<file path="config.mk">
export PLATFORM = sky130hd
export DESIGN_NAME = ieee
export DESIGN_NICKNAME = d
export VERILOG_FILES = /design/src/rtl/ieee_pkg.sv /design/src/rtl/ieee_lzd.sv /design/src/rtl/ieee.sv
export SDC_FILE = /design/constraint.sdc
export NUM_CORES = 1
export LEC_CHECK = 0
export ABC_CLOCK_PERIOD_IN_PS = 1300
export BUFFER_PORTS_ARGS = -buffer_cell sky130_fd_sc_hd__buf_2
export CORE_ASPECT_RATIO = 0.9
export CORE_UTILIZATION = 40
export CTS_CLUSTER_DIAMETER = 100
export CTS_CLUSTER_SIZE = 14
export DETAILED_ROUTE_END_ITERATION = 16
export GPL_TIMING_DRIVEN = 0
export PLACE_DENSITY = 0.81
export SYNTH_ARGS = -nofsm -noshare
export SYNTH_HDL_FRONTEND = slang
export SYNTH_SLANG_ARGS = --single-unit
</file>
<file path="constraint.sdc">
create_clock -name clk -period 1.3 [get_ports clk]
set_clock_uncertainty 0.15 [all_clocks]
set_input_delay 0.065 -clock clk [delete_from_list [all_inputs] [get_ports clk]]
set_output_delay 0.065 -clock clk [all_outputs]
set_load 0.02 [all_outputs]
</file>
<file path="src/rtl/ieee_pkg.sv">
// Shared widths and the packed single-precision layout for the fixed-to-float converter.
package ieee_pkg;

    localparam int unsigned INT_W    = 5;
    localparam int unsigned FRAC_W   = 5;
    localparam int unsigned FIX_W    = INT_W + FRAC_W;
    localparam int unsigned EXP_BIAS = 127;
    localparam int unsigned EXP_W    = 8;
    localparam int unsigned MAN_W    = 23;

    typedef struct packed {
        logic             sign;
        logic [EXP_W-1:0] exp;
        logic [MAN_W-1:0] frac;
    } ieee_float_t;

endpackage

</file>
<file path="src/rtl/ieee_lzd.sv">
// Combinational leading-one detector for the 10-bit fixed-point word.
module ieee_lzd
    import ieee_pkg::*;
(
    input  logic [FIX_W-1:0] i_word,
    output logic [3:0]       o_pos,
    output logic             o_zero
);

    always_comb begin
        o_pos  = '0;
        o_zero = 1'b1;
        // Ascending scan: the last hit is the most significant one.
        for (int unsigned i = 0; i < FIX_W; i++) begin
            if (i_word[i]) begin
                o_pos  = 4'(i);
                o_zero = 1'b0;
            end
        end
    end

endmodule

</file>
<file path="src/rtl/ieee.sv">
// Unsigned 5.5 fixed-point to IEEE-754 single converter, one register stage.
// Define IEEE_DEBUG_EN to drive the exponent/leading-one debug outputs temp/temp2.
module ieee
    import ieee_pkg::*;
(
    input  logic               clk,
    input  logic               rst,
    input  logic               in_valid,
    input  logic [INT_W-1:0]   in1,
    input  logic [FRAC_W-1:0]  in2,
    output logic               out_valid,
    output logic [31:0]        out,
    output logic [MAN_W-1:0]   mantissa,
    output logic [4:0]         temp,
    output logic [4:0]         temp2
);

    localparam logic [EXP_W-1:0] EXP_BASE = EXP_W'(EXP_BIAS - FRAC_W);

    logic [FIX_W-1:0] w_fix;
    logic [3:0]       w_pos;
    logic             w_zero;
    logic [FIX_W-1:0] w_norm;
    logic [4:0]       w_exp_unb;
    ieee_float_t      w_flt;

    ieee_float_t      r_flt;
    logic             r_valid;

    assign w_fix = {in1, in2};

    ieee_lzd u_lzd (
        .i_word (w_fix),
        .o_pos  (w_pos),
        .o_zero (w_zero)
    );

    // Shift the leading one up to bit FIX_W-1; the bits under it become the fraction.
    assign w_norm    = w_fix << (4'(FIX_W - 1) - w_pos);
    assign w_exp_unb = {1'b0, w_pos} - 5'(FRAC_W);

    always_comb begin
        w_flt = '0;
        if (!w_zero) begin
            w_flt.exp  = EXP_BASE + {4'b0, w_pos};
            w_flt.frac = {w_norm[FIX_W-2:0], {(MAN_W - FIX_W + 1){1'b0}}};
        end
    end

    always_ff @(posedge clk or posedge rst) begin
        if (rst) begin
            r_flt   <= '0;
            r_valid <= 1'b0;
        end else begin
            r_valid <= in_valid;
            if (in_valid) begin
                r_flt <= w_flt;
            end
        end
    end

`ifdef IEEE_DEBUG_EN
    logic [4:0] r_temp;
    logic [4:0] r_temp2;

    always_ff @(posedge clk or posedge rst) begin
        if (rst) begin
            r_temp  <= '0;
            r_temp2 <= '0;
        end else if (in_valid) begin
            r_temp  <= w_zero ? 5'd0 : w_exp_unb;
            r_temp2 <= {1'b0, w_pos};
        end
    end

    assign temp  = r_temp;
    assign temp2 = r_temp2;
`else
    logic w_unused;
    assign w_unused = ^w_exp_unb;
    assign temp     = '0;
    assign temp2    = '0;
`endif

    assign out       = r_flt;
    assign mantissa  = r_flt.frac;
    assign out_valid = r_valid;

endmodule

</file>
==> results.md, run 1 <==
* Status: finished, violations left
* Failing checks: negative setup slack
* Largest cells by area after synthesis: dfrtp_1, buf_4, o2bb2ai_1
* Clock slew at reported path FFs at 0.07 ns
* Initial core utilization at 43.24%
* Number of buffers created by CTS at 3
* WHS Endpoint: out[29]
* Clk sinks at 17
* WL/cell at 14.55 um
* DRT antenna net count at 0
* Most common cell in the netlist: buf_4
* Overall power at 2141 uW
* Reg-to-Reg End: mantissa[22]
* Post-route DRC violation count at 0
* Worst setup margin at -0.5227 ns
* Smallest hold slack at 0.07240 ns
* Synth Warn # at 0
* Via density at 4.797
* Detailed placement HPWL at 2583 um
* Maximum clock path buffer count at 2
* Pwr Density at 854.2 mW/mm2
* Top post-synthesis cells by count: buf_4, dfrtp_1, inv_1, a21oi_1, o2bb2ai_1
* Max cap viols at 0
* Pre-CTS WS at -1.008 ns
* Fin crit share at 140.2%
* Async SR Flop Fraction at 100.0%
* Die area at 0.004009 mm2
* Clk root buf: clkbuf_8
* WL final at 4729 um
* Final Wtd Congestion at 0.8927
* R2R cell count at 4
* Crit path DAT at 1.81 ns
* # setup viols final at 13
* Startpoint types: input port
* Skew-Pair Late Insertion Delay at 0.26 ns
* Flops & latches, synth at 17
* Io pins at 79
* Vias in the first global route at 1224
* Hold Path Cell Cnt at 3
* Final Net Count at 298
* Post-Syn Area at 0.001504 mm2
* Crit Path Max Fanout at 3
* Die width at 66.64 um
* Overall routing resource usage at 20.23%
* First-pass GRT wire length at 6058 um
* Number of diodes at 0
* Final hold violation count at 0
* Top FF cell, synth: dfrtp_1
* Largest net degree at the start of global routing at 18
* Area Growth Syn to Fin at 66.64%
* Global route total overflow at 0
* Worst-margin pin slew at 0.7057 ns
* RSZ-0062 raised after global routing: true
* Final Max Tran Viols at 0
* IO Port Bufs at 37
* Setup crit end kind: flop
* Slew Limit Headroom at 52.95%
* Initial DRC Count at 109
* Synthesized area per cell at 8.795 um2
* HP Start: in_valid
* Fin cells at 325
* Period minus WS final at 1.823 ns
* Row count at 20
* Worst Path Required at 1.29 ns
* Layout cells sized above 1 at 53.74%
* Sequential element share of the synthesized area at 28.29%
* Critical path startpoint: in2[4]
* DP Cell Count at 290
* Max IR drop VDD at 0.6957 mV
* DR vias at 1559
* Worst Path Class, Setup: input port to flop
* Core ar. at 0.003478 mm2
* Mapped Cells at 171
* Post-synth EDFFs at 0
* H-tree depth at 1
* DR pass1 iterations at 4
* Setup slack, reg-to-reg at 0.11 ns
* Yosys top cell area share at 28.29%
* CTS tree: done
* Area leader, netlist: dfrtp_1
* Path type of the worst min-delay path: input port to flop
* Worst reg2reg startpoint: mantissa[22]
* Synth cell types at 48
* Pleak at 0.001312 uW
* Chip height at 60.17 um
* Initial antenna violation count at 0
* F_max at 548.6 MHz
## cells by family (layout without fill, tap and decap cells)
| logic type | count (synthesis) | count (layout) | synth area share (%) |
|---|---|---|---|
| and+or+nand+nor | 33 | 33 | 12.73 |
| xor gates and xnor gates | 1 | 1 | 0.5825 |
| DFF | 17 | 17 | 28.29 |
| muxes | 4 | 4 | 2.995 |
| adders and majority gates | 3 | 3 | 2.496 |
| buffers and inverters | 67 | 139 | 29.87 |
| AOI/OAI and AO/OA | 45 | 45 | 22.80 |
| other | 1 | 39 | 0.2493 |
## report_power, final
group	internal, uW	switching, uW
clock network	218	189
registers	591	49.2
logic	498	595
total	1310	834
## worst max-delay path: stages
cell	delay (ns)
buf_8	0.10
nor2_4	0.14
a21oi_4	0.08
nor3_4	0.19
inv_2	0.09
ha_4	0.19
nor2b_4	0.14
o311a_4	0.34
nand2_2	0.10
a21oi_1	0.07
a221o_1	0.30
## placed cells by master, fill, tap and decap left out, types with 3 or more instances in the layout
cell type      netlist  final
nor2_1               7      5
buf_6                1      6
inv_1               13     11
buf_8                0      3
o2bb2ai_1            8      5
a21oi_1             10      8
nand2_1              5      4
dlygate4sd3_1        0      4
o2bb2ai_4            0      3
buf_4               50     75
buf_2                2     31
conb_1               1     39
clkbuf_8             0      3
dfrtp_1             17     17
## registers in the layout, summed over array words and instances, names as in the netlist
name and flops:
mantissa 9, out 7, out_valid 1
## worst max-delay path by stage
stage | depth (start not counted) | endpoint | slack (ns)
2_1_floorplan | 10 | mantissa[18] | -0.63
3_3_place_gp | 10 | mantissa[22] | -0.99
3_5_place_dp | 11 | mantissa[18] | -1.01
4_1_cts | 11 | mantissa[18] | -0.40
5_1_grt | 11 | mantissa[21] | -0.56
6_report | 11 | mantissa[21] | -0.52
## area by class of cell
| cell class | instances | area (um2) |
|---|---|---|
| tap | 44 | 55.05 |
| multi-input combinational | 125 | 1010 |
| inverter | 13 | 56.30 |
| clock buffer | 4 | 45.04 |
| timing repair buffer | 68 | 498.0 |
| buffer | 54 | 416.7 |
| sequential | 17 | 425.4 |
| fill | 240 | 972.2 |
## layer usage
layer	track usage (%)	up-vias	part of all wire, %
li1	-	734	-
met1	26.16	710	41
met2	32.90	99	49
met3	6.107	16	7.8
met4	4.863	0	2.1
met5	0	-	0
## per-stage QoR
stage | util [%] | TNS, ns | instance area [um2]
4_1_cts | 65.58 | -3.134 | 2281
2_1_floorplan | - | -5.673 | 1702
3_3_place_gp | 55.83 | -10.52 | 1942
6_report | 72.05 | -3.888 | 2506
5_1_grt | 72.05 | -4.433 | 2506
3_5_place_dp | 55.83 | -10.92 | 1942
## timing repair
item,CTS,global route
pin swaps,12,8
setup buffers,14,12
hold buffers,4,0
gates cloned,1,0
hold endpoints to repair,19,0
setup endpoints to repair,15,15
gates resized for setup,32,19
Note: power is estimated with default switching activity, not from simulation.
==> run 2: changes to the inputs <==
--- a/config.mk
+++ b/config.mk
@@ -5,7 +5,7 @@
 export SDC_FILE = /design/constraint.sdc
 export NUM_CORES = 1
 export LEC_CHECK = 0
-export ABC_CLOCK_PERIOD_IN_PS = 1300
+export ABC_CLOCK_PERIOD_IN_PS = 1600
 export BUFFER_PORTS_ARGS = -buffer_cell sky130_fd_sc_hd__buf_2
 export CORE_ASPECT_RATIO = 0.9
 export CORE_UTILIZATION = 40
@@ -13,7 +13,7 @@
 export CTS_CLUSTER_SIZE = 14
 export DETAILED_ROUTE_END_ITERATION = 16
 export GPL_TIMING_DRIVEN = 0
-export PLACE_DENSITY = 0.81
+export PLACE_DENSITY = 0.84
 export SYNTH_ARGS = -nofsm -noshare
 export SYNTH_HDL_FRONTEND = slang
 export SYNTH_SLANG_ARGS = --single-unit
==> constraint.sdc (replaced) <==
create_clock -name clk -period 1.6 [get_ports clk]
set_clock_uncertainty 0.15 [all_clocks]
set_input_delay 0.08 -clock clk [delete_from_list [all_inputs] [get_ports clk]]
set_output_delay 0.08 -clock clk [all_outputs]
set_load 0.02 [all_outputs]
==> results.md, run 2 (same netlist as run 1, synthesis figures left out) <==
* Status: finished, violations left (unchanged)
* Failing checks: negative setup slack (unchanged)
* CTS tree: done (unchanged)
* Worst Path Required at 1.60 ns (was 1.29 ns)
* Max cap viols at 0 (unchanged)
* Skew-Pair Late Insertion Delay at 0.26 ns (about the same)
* WL final at 3878 um (was 4729 um)
* Final Wtd Congestion at 0.8879 (was 0.8927)
* DR pass1 iterations at 4 (unchanged)
* Clock slew at reported path FFs at 0.07 ns (about the same)
* M1 GR Usage at 25.17% (was 26.16%)
* DRT antenna net count at 0 (unchanged)
* Via density at 4.628 (was 4.797)
* Smallest hold slack at 0.06926 ns (was 0.07240 ns)
* Fin crit share at 110.2%
* Period minus WS final at 1.763 ns
* First-pass GRT wire length at 5727 um (was 6058 um)
* # setup viols final at 8 (was 13)
* Die area at 0.004009 mm2 (unchanged)
* Worst setup margin at -0.1633 ns (was -0.5227 ns)
* Final Net Count at 285 (was 298)
* Initial antenna violation count at 0 (unchanged)
* Clk root buf: clkbuf_8 (unchanged)
* Most common cell after layout, fill and taps aside: buf_4 (unchanged)
* Detailed placement HPWL at 2454 um (was 2583 um)
* Gr busiest metal: met2 (unchanged)
* Worst-margin pin slew at 0.6338 ns (was 0.7057 ns)
* IO Port Bufs at 37 (unchanged)
* Final Max Tran Viols at 0 (unchanged)
* Initial core utilization at 43.24% (unchanged)
* Max IR drop VDD at 0.5282 mV (was 0.6957 mV)
* Number of diodes at 0 (unchanged)
* Core ar. at 0.003478 mm2 (unchanged)
* Setup crit end kind: flop (unchanged)
* Final TNS setup at -0.8399 ns (was -3.888 ns)
* Post-route DRC violation count at 0 (unchanged)
* Met2 GRT Util at 31.31% (was 32.90%)
* Io pins at 79 (unchanged)
* Slew Limit Headroom at 57.70% (was 52.95%)
* Pleak at 0.001228 uW (was 0.001312 uW)
* Path type of the worst min-delay path: input port to flop (unchanged)
* Number of buffers created by CTS at 3 (unchanged)
* Max reg flops at 9 (unchanged)
* Vias in the first global route at 1217 (was 1224)
* Worst Path Class, Setup: input port to flop (unchanged)
* RSZ-0062 raised after global routing: true (unchanged)
* Largest net degree at the start of global routing at 18 (unchanged)
* GRT met3 Usage at 4.198% (was 6.107%)
* Area Growth Syn to Fin at 52.66% (was 66.64%)
* Chip height at 60.17 um (unchanged)
* Clk sinks at 17 (unchanged)
* Row count at 20 (unchanged)
* F_max at 567.1 MHz
* Initial DRC Count at 76 (was 109)
* Startpoint types: input port (unchanged)
* Overall routing resource usage at 18.84% (was 20.23%)
* Pwr Density at 716.4 mW/mm2 (was 854.2 mW/mm2)
* Global route total overflow at 0 (unchanged)
* Final hold violation count at 0 (unchanged)
* Die width at 66.64 um (unchanged)
* Commonest cells after routing, fill and taps aside: buf_4, conb_1, buf_2, dfrtp_1, inv_1 (unchanged)
* WL/cell at 12.43 um (was 14.55 um)
* Maximum clock path buffer count at 2 (unchanged)
* Layout cells sized above 1 at 51.12% (was 53.74%)
* H-tree depth at 1 (unchanged)
* Crit Path Max Fanout at 7 (was 3)
* DR vias at 1444 (was 1559)
* Crit path DAT at 1.76 ns (was 1.81 ns)
-- run 2: cell count changes in the layout (fill, tap and decap cells not counted), sizes merged --
cell / delta
dlygate4sd3: -2
clkinv: +1
buf: -11
clkbuf: -1
-- run 2: repair_timing --
item	in CTS	in global routing
hold buffers	2	0
endpoints found under the setup margin	9	9
resized for setup	26	9
setup buffers	14	3
endpoints found under the hold margin	19	0
pin swaps	10	5
-- run 2: area by class of cell --
class / instances / area [um2]
repair buffers: 56 / 384.1
fillers: 263 / 1182
flip-flops and latches: 17 / 425.4
clock buffers: 3 / 41.29
clock inverters: 1 / 5.005
well taps: 44 / 55.05
multi-input cells: 125 / 934.6
inverters: 13 / 48.80
plain buffers: 53 / 401.6
-- run 2: stage by stage --
stage	worst slack, ns	util [%]	instance area (um2)	instances	power [uW]
floorplan	-0.3483	-	1699	209	1040
global placement	-0.6924	55.76	1939	290	1188
detailed placement	-0.7058	55.76	1939	290	1193
CTS	-0.1408	64.03	2227	310	1594
global route	-0.2308	66.01	2296	312	1722
finish	-0.1633	66.01	2296	312	1645
-- run 2: where the power goes --
group	leakage [uW]	switching (uW)	internal, uW	total, uW
sequential	0.000217	36.2	480	516
combinational	0.000986	442	357	799
clock	0.0000255	156	173	329
-- run 2: path summary, 6_finish.rpt --
| path | start | cells after the start | slack [ns] | to |
|---|---|---|---|---|
| min | in1[2] | 4 | 0.07 | out[29] |
| min in group asynchronous | rst | 3 | 0.29 | out_valid |
| min reg2reg | out[24] | 1 | 0.34 | out[24] |
| max | in2[4] | 11 | -0.16 | mantissa[18] |
| max reg2reg | mantissa[22] | 4 | 0.42 | mantissa[22] |
| max in group asynchronous | rst | 3 | 0.60 | out[23] |
-- run 2: critical path: stages --
cell and delay [ns]:
buf_8 0.10, nor2_4 0.13, a21oi_4 0.08, nor3_4 0.17, inv_2 0.10, ha_4 0.19, nor2b_4 0.13, o311a_4 0.33
nand2_4 0.12, a21oi_2 0.04, a221o_1 0.28
-- run 2: per-layer routing --
layer / up-vias / share of wire [%]
li1: 702 / -
met2: 83 / 48
met1: 654 / 43
met5: - / 0
met4: 0 / 1.1
met3: 5 / 8.5
==> run 3: changes to the inputs <==
==> config.mk (replaced) <==
export PLATFORM = sky130hd
export DESIGN_NAME = ieee
export DESIGN_NICKNAME = d
export VERILOG_FILES = /design/src/rtl/ieee_pkg.sv /design/src/rtl/ieee_lzd.sv /design/src/rtl/ieee.sv
export SDC_FILE = /design/constraint.sdc
export NUM_CORES = 1
export LEC_CHECK = 0
export ABC_CLOCK_PERIOD_IN_PS = 1980
export BUFFER_PORTS_ARGS = -buffer_cell sky130_fd_sc_hd__buf_4
export CORE_ASPECT_RATIO = 0.9
export CORE_UTILIZATION = 40
export CTS_CLUSTER_DIAMETER = 100
export CTS_CLUSTER_SIZE = 14
export DETAILED_ROUTE_END_ITERATION = 16
export GPL_TIMING_DRIVEN = 0
export PLACE_DENSITY = 0.81
export SYNTH_ARGS = -nofsm -noshare
export SYNTH_HDL_FRONTEND = slang
export SYNTH_SLANG_ARGS = --single-unit
==> constraint.sdc (replaced) <==
create_clock -name clk -period 1.98 [get_ports clk]
set_clock_uncertainty 0.15 [all_clocks]
set_input_delay 0.099 -clock clk [delete_from_list [all_inputs] [get_ports clk]]
set_output_delay 0.099 -clock clk [all_outputs]
set_load 0.02 [all_outputs]
==> results.md, run 3 (same netlist as run 1, synthesis figures left out) <==
* Fin crit share at 97.75%
* Io pins at 79 (unchanged)
* CTS tree: done (unchanged)
* WL/cell at 11.85 um (was 12.43 um)
* Crit-path cells: buf_8 -> nor2_4 -> a21oi_4 -> nor3_4 -> inv_4 -> ha_4 -> nor2b_4 -> buf_4 -> o311ai_2 -> o311a_1 -> o21ai_1 (was buf_8 -> nor2_4 -> a21oi_4 -> nor3_4 -> inv_2 -> ha_4 -> nor2b_4 -> o311a_4 -> nand2_4 -> a21oi_2 -> a221o_1)
* Slew Limit Headroom at 57.71% (was 57.70%)
* WL final at 3613 um (was 3878 um)
* Final Net Count at 278 (was 285)
* Initial antenna violation count at 0 (unchanged)
* Crit path DAT at 1.93 ns (was 1.76 ns)
* CP delay by family, top: compound AO/OA/AOI/OAI gates (unchanged)
* Vias in the first global route at 1158 (was 1217)
* First-pass GRT wire length at 5375 um (was 5727 um)
* Clk sinks at 17 (unchanged)
* Area Growth Syn to Fin at 50.42% (was 52.66%)
* Worst-margin pin slew at 0.6337 ns (was 0.6338 ns)
* Detailed placement HPWL at 2731 um (was 2454 um)
* Layout cells sized above 1 at 46.74% (was 51.12%)
* Final hold violation count at 0 (unchanged)
* Pleak at 0.001191 uW (was 0.001228 uW)
* DR pass1 iterations at 4 (unchanged)
* Worst Path Class, Setup: input port to flop (unchanged)
* Final Wtd Congestion at 0.8933 (was 0.8879)
* Chip height at 60.17 um (unchanged)
* Max cap viols at 0 (unchanged)
* Clock slew at reported path FFs at 0.07 ns (about the same)
* Clk root buf: clkbuf_8 (unchanged)
* Number of diodes at 0 (unchanged)
* Fin area at 0.002262 mm2 (was 0.002296 mm2)
* Most common cell after layout, fill and taps aside: buf_4 (unchanged)
* Max reg flops at 9 (unchanged)
* Number of buffers created by CTS at 3 (unchanged)
* Maximum clock path buffer count at 2 (unchanged)
* Skew-Pair Late Insertion Delay at 0.25 ns (was 0.26 ns)
* FILL cells at 322 (was 263)
* Smallest hold slack at 0.09493 ns (was 0.06926 ns)
* DR vias at 1372 (was 1444)
* Multi-input combinational cell area at 887.1 um2 (was 934.6 um2)
* Register Area at 425.4 um2 (unchanged)
* Pwr Density at 587.9 mW/mm2 (was 716.4 mW/mm2)
* Commonest cells after routing, fill and taps aside: buf_4, conb_1, dfrtp_1, inv_1 (was buf_4, conb_1, buf_2, dfrtp_1, inv_1)
* DRT antenna net count at 0 (unchanged)
* H-tree depth at 1 (unchanged)
* # setup viols final at 0 (was 8)
* Max IR drop VDD at 0.3463 mV (was 0.5282 mV)
* Startpoint types: input port (unchanged)
* Worst Path Buf+Inv at 3 (was 2)
* Crit-path max cell delay at 0.40 ns (was 0.33 ns)
* Final core occ at 65.04% (was 66.01%)
* Overall routing resource usage at 17.82% (was 18.84%)
* Largest net degree at the start of global routing at 18 (unchanged)
* Path type of the worst min-delay path: input port to flop (unchanged)
* Core ar. at 0.003478 mm2 (unchanged)
* IO Port Bufs at 37 (unchanged)
* Via density at 4.498 (was 4.628)
* Post-route DRC violation count at 0 (unchanged)
* Pre-CTS WS at -0.3080 ns (was -0.7058 ns)
* Dpl cell area at 0.002028 mm2 (was 0.001939 mm2)
* Row count at 20 (unchanged)
* Period minus WS final at 1.935 ns
* Initial core utilization at 43.24% (unchanged)
* Crit Path Max Fanout at 4 (was 7)
* CP max stage cell: o311ai_2 (was o311a_4)
* Setup crit end kind: flop (unchanged)
* Die area at 0.004009 mm2 (unchanged)
* F_max at 516.7 MHz
* Global route total overflow at 0 (unchanged)
* Initial DRC Count at 42 (was 76)
* Worst Path Required at 1.98 ns (was 1.60 ns)
* RSZ-0062 raised after global routing: true (unchanged)
* Final Max Tran Viols at 0 (unchanged)
* Worst setup margin at 0.04465 ns (was -0.1633 ns)
* Die width at 66.64 um (unchanged)
* Status: finished, final reports clean (was finished, violations left)
==> run 3: cell count changes in the layout (fill, tap and decap cells not counted), sizes merged <==
| cell | previous run | this run |
|---|---|---|
| clkinv | 1 | 0 |
| buf | 106 | 99 |
| clkbuf | 4 | 5 |
==> run 3: final timing paths <==
kind | from | end | slack [ns] | depth (start not counted)
worst max-delay path | in2[4] | mantissa[22] | 0.04 | 11
worst min-delay path | in1[2] | out[29] | 0.09 | 4
worst max register to register | mantissa[22] | mantissa[22] | 0.79 | 4
worst min register to register | out[30] | out[30] | 0.34 | 1
max in group asynchronous | rst | out[24] | 0.94 | 3
min in group asynchronous | rst | out_valid | 0.33 | 3
==> run 3: layer usage <==
metal	vias up	part of all wire, %	GRT usage (%)
li1	690	-	-
met1	619	42	23.43
met2	58	49	29.00
met3	5	7.9	4.389
met4	0	0.97	4.863
met5	-	0	0
==> run 3: power breakdown <==
part	total (uW)	internal, uW	leakage, uW	switching, uW
Combinational	647	304	0.000952	343
Sequential	419	388	0.000217	30.7
Clock	264	143	0.0000228	121
==> run 3: timing repair <==
| action | in CTS | in global routing |
|---|---|---|
| hold endpoints to repair | 21 | 0 |
| buffers inserted | 0 | 9 |
| resized for setup | 1 | 13 |
| endpoints found under the setup margin | 5 | 7 |
| gates cloned | 0 | 0 |
| pin swaps | 1 | 11 |
| hold buffers | 2 | 0 |
==> run 3: worst min-delay path: stages <==
cell     delay, ns
buf_4         0.12
nor2_1        0.07
nand4_1       0.09
o21ai_0       0.08
==> run 3: final cells by class <==
class / instances / share of cell area (%)
plain buffers: 54 / 18.09
repair buffers: 48 / 17.20
clock buffers: 4 / 1.991
well taps: 44 / 2.434
flip-flops and latches: 17 / 18.81
multi-input cells: 125 / 39.21
inverters: 13 / 2.268
==> run 3: stage by stage <==
step | cells | power (uW) | setup TNS (ns)
floorplan | 209 | 838.0 | 0
global placement | 290 | 1005 | -1.875
detailed placement | 290 | 1017 | -2.196
CTS | 296 | 1286 | 0
global route | 305 | 1411 | -0.04498
finish | 305 | 1330 | 0
